`config.mk`:
```
export PLATFORM = sky130hd
export DESIGN_NAME = aes128_host_ctrl
export DESIGN_NICKNAME = d
export VERILOG_FILES = /design/src/rtl/aes128_type_pkg.sv /design/src/rtl/aes128_host_ctrl.sv
export SDC_FILE = /design/constraint.sdc
export NUM_CORES = 1
export LEC_CHECK = 0
export ABC_AREA = 1
export BUFFER_PORTS_ARGS = -buffer_cell sky130_fd_sc_hd__buf_2
export CAP_MARGIN = 10
export CELL_PAD_IN_SITES_DETAIL_PLACEMENT = 0
export CELL_PAD_IN_SITES_GLOBAL_PLACEMENT = 1
export CORE_MARGIN = 8
export CORE_UTILIZATION = 43
export DETAILED_ROUTE_END_ITERATION = 10
export GPL_TIMING_DRIVEN = 0
export PLACE_DENSITY_LB_ADDON = 0.1
export SLEW_MARGIN = 10
export SYNTH_ARGS = -nofsm -noshare
export SYNTH_HDL_FRONTEND = slang
export SYNTH_SLANG_ARGS = --single-unit
export TNS_END_PERCENT = 30
```
`constraint.sdc`:
```
create_clock -name clk_i -period 25.9 [get_ports clk_i]
set_clock_uncertainty 0.2 [all_clocks]
set_input_delay 2.59 -clock clk_i [delete_from_list [all_inputs] [get_ports clk_i]]
set_output_delay 2.59 -clock clk_i [all_outputs]
set_load 0.01 [all_outputs]
```
`src/rtl/aes128_type_pkg.sv`:
```
// Shared types for the AES-128 host controller: register map, CTRL/STATUS
// bit positions, FSM encoding and the 128-bit block word-order helper.
package aes128_type_pkg;

    localparam logic [3:0] ADDR_KEY0   = 4'd0;
    localparam logic [3:0] ADDR_DATA0  = 4'd4;
    localparam logic [3:0] ADDR_CTRL   = 4'd8;
    localparam logic [3:0] ADDR_STATUS = 4'd9;
    localparam logic [3:0] ADDR_LAT    = 4'd10;
    localparam logic [3:0] ADDR_RSVD   = 4'd11;
    localparam logic [3:0] ADDR_RES0   = 4'd12;

    localparam int CTRL_START_BIT  = 0;
    localparam int CTRL_OP_BIT     = 1;
    localparam int CTRL_IRQ_EN_BIT = 2;

    localparam int STAT_BUSY_BIT = 0;
    localparam int STAT_DONE_BIT = 1;
    localparam int STAT_ERR_BIT  = 2;

    localparam logic [15:0] LAT_MAX = 16'hFFFF;

    typedef enum logic [2:0] {
        S_IDLE    = 3'd0,
        S_REQ     = 3'd1,
        S_START   = 3'd2,
        S_FLUSH   = 3'd3,
        S_BUSY    = 3'd4,
        S_CAPTURE = 3'd5
    } ctrl_state_e;

    // Field order puts err at bit 2, done at bit 1, busy at bit 0.
    typedef struct packed {
        logic err;
        logic done;
        logic busy;
    } status_t;

    // Register file view: index 0 is word 0 (bus address order).
    typedef logic [3:0][31:0] blk_t;

    // Word 0 lives at [127:96] on the core bus; the swap is its own inverse.
    function automatic blk_t word_swap(input blk_t b);
        return {b[0], b[1], b[2], b[3]};
    endfunction

endpackage

```
`src/rtl/aes128_host_ctrl.sv`:
```
// Bus-register front end for an external AES-128 core: holds key/data,
// sequences one operation per start write and captures the result.
module aes128_host_ctrl
    import aes128_type_pkg::*;
(
    input  logic         clk_i,
    input  logic         rst_i,
    input  logic [3:0]   addr_i,
    input  logic         wr_en_i,
    input  logic [31:0]  wr_data_i,
    output logic [31:0]  rd_data_o,
    output logic         irq_o,
    output logic         core_start_o,
    output logic [1:0]   core_op_o,
    output logic [127:0] core_key_o,
    output logic [127:0] core_data_o,
    input  logic [127:0] core_result_i,
    input  logic         core_valid_i,
    input  logic         core_ready_i
);

    ctrl_state_e state_q, state_d;
    blk_t        key_q, key_d;
    blk_t        data_q, data_d;
    blk_t        res_q, res_d;
    logic        op_q, op_d;
    logic        irq_en_q, irq_en_d;
    logic        done_q, done_d;
    logic        err_q, err_d;
    logic        start_q, start_d;
    logic        irq_q, irq_d;
    logic [15:0] lat_q, lat_d;

    logic    busy;
    logic    wr_key, wr_blk, wr_ctrl, wr_status;
    logic    start_acc, set_err;
    status_t stat;

    assign busy = (state_q != S_IDLE);
    assign stat = {err_q, done_q, busy};

    always_comb begin
        state_d   = state_q;
        key_d     = key_q;
        data_d    = data_q;
        res_d     = res_q;
        op_d      = op_q;
        irq_en_d  = irq_en_q;
        done_d    = done_q;
        err_d     = err_q;
        lat_d     = lat_q;
        start_d   = 1'b0;
        set_err   = 1'b0;

        wr_key    = wr_en_i && (addr_i[3:2] == 2'b00);
        wr_blk    = wr_en_i && (addr_i[3:2] == 2'b01);
        wr_ctrl   = wr_en_i && (addr_i == ADDR_CTRL);
        wr_status = wr_en_i && (addr_i == ADDR_STATUS);
        start_acc = wr_ctrl && wr_data_i[CTRL_START_BIT] && !busy;

        // Operands are frozen for the whole operation so the core sees stable inputs.
        if (wr_key) begin
            if (!busy) key_d[addr_i[1:0]] = wr_data_i;
            else       set_err = 1'b1;
        end
        if (wr_blk) begin
            if (!busy) data_d[addr_i[1:0]] = wr_data_i;
            else       set_err = 1'b1;
        end
        if (wr_ctrl) begin
            irq_en_d = wr_data_i[CTRL_IRQ_EN_BIT];
            if (!busy) op_d = wr_data_i[CTRL_OP_BIT];
            else       set_err = 1'b1;
        end

        if (wr_status) begin
            if (wr_data_i[STAT_DONE_BIT]) done_d = 1'b0;
            if (wr_data_i[STAT_ERR_BIT])  err_d  = 1'b0;
        end
        if (start_acc) done_d = 1'b0;
        if (set_err)   err_d  = 1'b1;

        case (state_q)
            S_IDLE: begin
                if (start_acc) state_d = S_REQ;
            end
            S_REQ: begin
                if (core_ready_i) begin
                    state_d = S_START;
                    start_d = 1'b1;
                end
            end
            S_START: begin
                lat_d   = '0;
                state_d = S_FLUSH;
            end
            S_FLUSH: begin
                // core_valid_i may still show the previous result here; ignore it.
                if (lat_q != LAT_MAX) lat_d = lat_q + 16'd1;
                state_d = S_BUSY;
            end
            S_BUSY: begin
                if (lat_q != LAT_MAX) lat_d = lat_q + 16'd1;
                if (core_valid_i) state_d = S_CAPTURE;
            end
            S_CAPTURE: begin
                res_d   = word_swap(core_result_i);
                done_d  = 1'b1;
                state_d = S_IDLE;
            end
            default: state_d = S_IDLE;
        endcase

        irq_d = done_d & irq_en_d;
    end

    always_ff @(posedge clk_i or posedge rst_i) begin
        if (rst_i) begin
            state_q  <= S_IDLE;
            key_q    <= '0;
            data_q   <= '0;
            res_q    <= '0;
            op_q     <= 1'b0;
            irq_en_q <= 1'b0;
            done_q   <= 1'b0;
            err_q    <= 1'b0;
            lat_q    <= '0;
            start_q  <= 1'b0;
            irq_q    <= 1'b0;
        end else begin
            state_q  <= state_d;
            key_q    <= key_d;
            data_q   <= data_d;
            res_q    <= res_d;
            op_q     <= op_d;
            irq_en_q <= irq_en_d;
            done_q   <= done_d;
            err_q    <= err_d;
            lat_q    <= lat_d;
            start_q  <= start_d;
            irq_q    <= irq_d;
        end
    end

    always_comb begin
        rd_data_o = '0;
        case (addr_i[3:2])
            2'b00: rd_data_o = key_q[addr_i[1:0]];
            2'b01: rd_data_o = data_q[addr_i[1:0]];
            2'b11: rd_data_o = res_q[addr_i[1:0]];
            default: begin
                case (addr_i[1:0])
                    2'b00: begin
                        rd_data_o[CTRL_OP_BIT]     = op_q;
                        rd_data_o[CTRL_IRQ_EN_BIT] = irq_en_q;
                    end
                    2'b01:   rd_data_o = {29'd0, stat};
                    2'b10:   rd_data_o = {16'd0, lat_q};
                    default: rd_data_o = '0;
                endcase
            end
        endcase
    end

    // Only the encrypt/decrypt bit is stored; the upper op bit is always 0.
    assign core_op_o    = {1'b0, op_q};
    assign core_start_o = start_q;
    assign core_key_o   = word_swap(key_q);
    assign core_data_o  = word_swap(data_q);
    assign irq_o        = irq_q;

endmodule

```
# --- Word level (Yosys, flattened, before mapping) ---
# Index checks and enable logic that the tools add are counted.
totals:
  register_bits: 409
  output_inout_bits: 292
  wordCells: 99
op_classes:
  addsub: 1
  n_lt_le_gt_ge: 2
  eq_ne: 16
  muxes: 36
  bitwise_logic: 2
  n_reduce_logical: 22
ops:
  columns: ["op", "count"]
  rows:
  - ["bitwise mux 128 bit", 2]
  - ["binary-select mux 32 bit (select 2 bit)", 3]
  - ["2-to-1 mux 32 bit", 4]
  - ["case mux 32 bit (3 select lines)", 1]
  - ["demux 32 bit (select 2 bit)", 1]
  - ["case mux 16 bit (2 select lines)", 1]
  - ["adder 16 x 1 -> 16 bit, second input constant", 1]
  - ["2-to-1 mux 1 bit", 16]
  - ["2-to-1 mux 16 bit", 1]
  - ["inequality test 16 bit, second input constant", 1]
  - ["case mux 3 bit (5 select lines)", 1]
  - ["2-to-1 mux 13 bit", 1]
  - ["AND reduction 2 bit", 5]
  - ["2-to-1 mux 3 bit", 3]
  - ["== test 4 bit, second input constant", 2]
  - ["logical AND 1 bit", 7]
  - ["== test 3 x 2 -> 1 bit, second input constant", 2]
  - ["== test 3 bit, second input constant", 2]
  - ["inequality test 2 bit, second input constant", 3]
  - ["case mux 2 bit (3 select lines)", 1]
  - ["nonzero test 2 bit", 3]
  - ["== test 2 x 1 -> 1 bit, second input constant", 2]
  - ["== test 2 bit, second input constant", 2]
  - ["logical NOT 2 bit", 2]
  - ["12 further kinds", 12]

# --- Depth between registers and ports, before layout ---
logic_depth:
  ltp_word: 9
  mapped_depth: 12
  depth_no_buf: 9

# --- Worst setup path after synthesis ---
# OpenSTA, ideal clock, no wires.
synth_path:
  kind: "input to output"
  start: "input port addr_i[0]"
  end: "output port rd_data_o[11]"
  arrival_time_ns: 4.354
  t_required_ns: 23.110
  slack_ns: 18.756
  cell_stages: 9
  cell_sequence: "inv_1 -> clkbuf_1 -> clkbuf_1 -> ha_1 -> inv_1 -> nor2_1 -> clkbuf_1 -> nand2_1 -> nand4_1"
synth_via:
  elab_chain_cells: 3
  elab_cells_between_ends: 9
  classes_between: "eq/ne (1); mux (8)"
synth_rtl:
  columns: ["item", "line", "rtl"]
  rows:
  - ["from (decl)", "aes128_host_ctrl.sv:8", "input logic [3:0] addr_i,"]
  - ["binary-select mux 32 bit (select 2 bit), or another cell as far along", "aes128_host_ctrl.sv:150", "2'b11: rd_data_o = res_q[addr_i[1:0]];"]
  - ["2-to-1 mux 32 bit (implied by the code), or another cell as far along", "aes128_host_ctrl.sv:150", null]
  - ["case mux 32 bit (3 select lines) *", "aes128_host_ctrl.sv:147", "case (addr_i[3:2])"]
  - ["to (decl)", "aes128_host_ctrl.sv:11", "output logic [31:0] rd_data_o,"]
# Mark *: on every way between the ends. The rest lies on a longest branch, timed or not. The select of a mux whose other input is x is not followed.

# --- Worst setup path in the final report ---
layout_path:
  start: "input port addr_i[0]"
  end: "output port rd_data_o[8]"
# Same word-level chain as after synthesis.

==> out/qor.txt <==
synth unique cells: 35
Synth Warn #: 0
Worst Tran Pin Value: 1.07 ns
Root Buffer: clkbuf_16
Nets: 2,819
Synth Net Count: 2,309
routed len/inst: 26.5 um
routed vias: 18,600
DRC: 0
die height: 226 um
most common cell after layout, fill and taps aside: buf_2
Syn Area/Cell: 8.88 sq um
Sw Pwr: 0.992 mW
drt total wl: 86.5 mm
cts bufs inserted: 45
Max VDD drop: 57.0 uV
DIE AREA: 51,100 sq um
share of layout cells above drive strength 1: 27.6%
critical-path maximum fanout: 11
Crit Path Class: input pin to output port
CTS Sinks: 409
Cells after DPL: 3,190
post-route insts no fill: 3,270
Final Max Tran Viols: 0
highest-count cells in the layout ignoring fill and taps: 487 x buf_2, 440 x nand2_1, 409 x dfrtp_1, 367 x o21ai_0, 234 x nor2_1
leak pwr: 11.6 nW
unrepaired setup endpoints after global routing: false
endpoints failing hold: 0
Pwr Density: 111 nW/um^2
clk_lat worst skew: 0.58 ns
post-CTS setup buffers: 0
fin crit period: 8.94 ns
Clk pwr share: 24.2%
first-pass GRT wire length: 125 mm
Clock transition at path regs: 0.06 ns
vias per std cell: 5.68
Final period util: 34.5%
Max clock buf depth: 3
Comb pwr share: 33.1%
Post-DRT Antenna Nets: 0
Layout fillers: 4,238
Hold Buf Count CTS: 0
H-Tree Level Count: 2
Std-Cell Rows: 77
status: finished, final reports clean
initial DRC count: 1,829
critical path startpoint category: input pin
Overflow after GRT: 0
CP endpoint kind: output port
switch share: 38.0%
Final setup viols: 0
Hold Crit Class: flop to flop
synthesized cell area: 19,000 sq um
dpl hpwl: 66.4 mm
CP required: 23.11 ns
Port Buffers: 459
GRT Overall Usage: 33.3%
Worst Path Arrival: 6.15 ns
Post-Syn Instances: 2,135
routability cong.: 0.945
core box area: 43,800 sq um
Initial Util: 43.2%
sequential area share after synthesis: 54.0%
FMAX: 112 MHz
max cap viols: 0
Post-CTS Resized: 0
vias in the first global route: 18,300
die width: 226 um
largest net degree at the start of global routing: 99
I/O pin count: 461
post-synthesis register bit count: 409
area grow syn2layout: 24.1%
part of the power in registers: 42.7%
setup TNS: 0 ns
antenna violations before repair: 2
Slew headroom: 28.9%
Internal: 1.62 mW
CTS tree: built
DR pass1 iterations: 6
==> power by group through the flow <==
stage	Sequential (mW)	Clock, mW	Combinational [mW]
after detailed placement	1.12	0	0.864
after CTS	1.11	0.634	0.867
after floorplan	1.13	0	0.412
after global routing	1.14	0.659	0.943
final	1.11	0.630	0.863
after global placement	1.11	0	0.846
==> area by class of cell <==
cell class	instances	area (sq um)	area share, %
buffer	143	733	3.12
inverter	96	368	1.56
tap	592	741	3.15
antenna	1	2.50	0.0106
clock inverter	9	53.8	0.229
sequential	409	10200	43.5
clock buffer	70	1360	5.79
multi-input combinational	1487	7620	32.4
timing repair buffer	463	2410	10.2
==> stage by stage <==
| stage | hold WS, ns | setup slack (ns) | instance area, sq um | utilization, % | power [mW] |
|---|---|---|---|---|---|
| 3_5_place_dp | 0.281 | 16.99 | 22100 | 50.4 | 1.98 |
| 2_1_floorplan | 0.248 | 11.73 | 19000 | - | 1.54 |
| 4_1_cts | 0.297 | 17.01 | 23500 | 53.7 | 2.61 |
| 6_report | 0.293 | 16.96 | 23500 | 53.7 | 2.61 |
| 3_3_place_gp | 0.280 | 6.97 | 22000 | 50.2 | 1.95 |
| 5_1_grt | 0.310 | 16.83 | 23500 | 53.7 | 2.74 |
==> path summary, 6_finish.rpt <==
path,startpoint,to,slack [ns],cells past startpoint
worst max-delay path,addr_i[0],rd_data_o[8],16.96,11
worst min-delay path,err_q,err_q,0.29,2
worst max register to register,state_q[0],core_data_o[79],23.51,9
worst min register to register,err_q,err_q,0.29,2
max in group asynchronous,rst_i,core_key_o[34],21.87,5
min in group asynchronous,rst_i,res_q[24],1.86,2
==> registers in the layout (all words and copies together), names as in the netlist, 3 cells and up <==
| register | flops |
|---|---|
| lat_q | 16 |
| state_q | 3 |
| core_key_o | 128 |
| core_data_o | 128 |
| res_q | 128 |
==> kinds of logic after synthesis <==
kind of cell | synth area share (%)
multiplexers | 5.76
adder cells (fa/ha/maj) | 0.330
flip-flops | 54.0
buffers and inverters | 5.77
XOR/XNOR | 0.277
AO/OA/AOI/OAI | 17.9
other | 0.0198
AND/OR/NAND/NOR | 16.0
==> critical path, stage by stage <==
cell	delay, ns
buf_2	0.14
inv_1	0.31
clkbuf_1	0.65
clkbuf_1	0.62
ha_1	0.46
inv_1	0.09
nor2_1	0.33
clkbuf_1	0.43
nand2_1	0.16
nand4_1	0.18
buf_2	0.16
==> cell usage after synthesis <==
cell,count,share of area [%]
o21ai_1,85,2.2
nor3_4,2,0.17
nand2_4,5,0.30
ha_1,5,0.33
o21bai_2,1,0.059
or2_2,1,0.033
conb_1,1,0.020
buf_6,20,1.2
nand3b_1,1,0.040
buf_1,11,0.22
nand2_1,440,8.7
inv_1,92,1.8
nand4_1,19,0.63
xor2_1,6,0.28
mux2_2,97,5.8
nand3_1,38,1.0
a31oi_1,1,0.033
inv_2,3,0.059
nand2_2,4,0.13
nor2_8,1,0.11
o21ai_0,367,9.7
nor2_1,234,4.6
nor3_1,4,0.11
a21oi_1,65,1.7
nor4_1,1,0.033
nor2_2,2,0.066
buf_4,3,0.12
clkinv_1,1,0.020
o21ai_2,43,2.0
clkbuf_1,81,1.6
buf_2,28,0.74
o22ai_1,59,1.9
dfrtp_1,409,54
o21bai_1,2,0.079
o211ai_1,3,0.12
==> layer usage <==
metal  wire (um)  track usage (%)  share of wire, %  vias to the layer above
li1            -                -                 -                     8179
met1       36200             44.6                42                     9313
met2       38700             51.3                45                      895
met3        7990             8.18               9.2                      171
met4        3620             13.6               4.2                        0
met5           0                0                 0                        -
No activity file was read; power rests on OpenSTA's default activity.
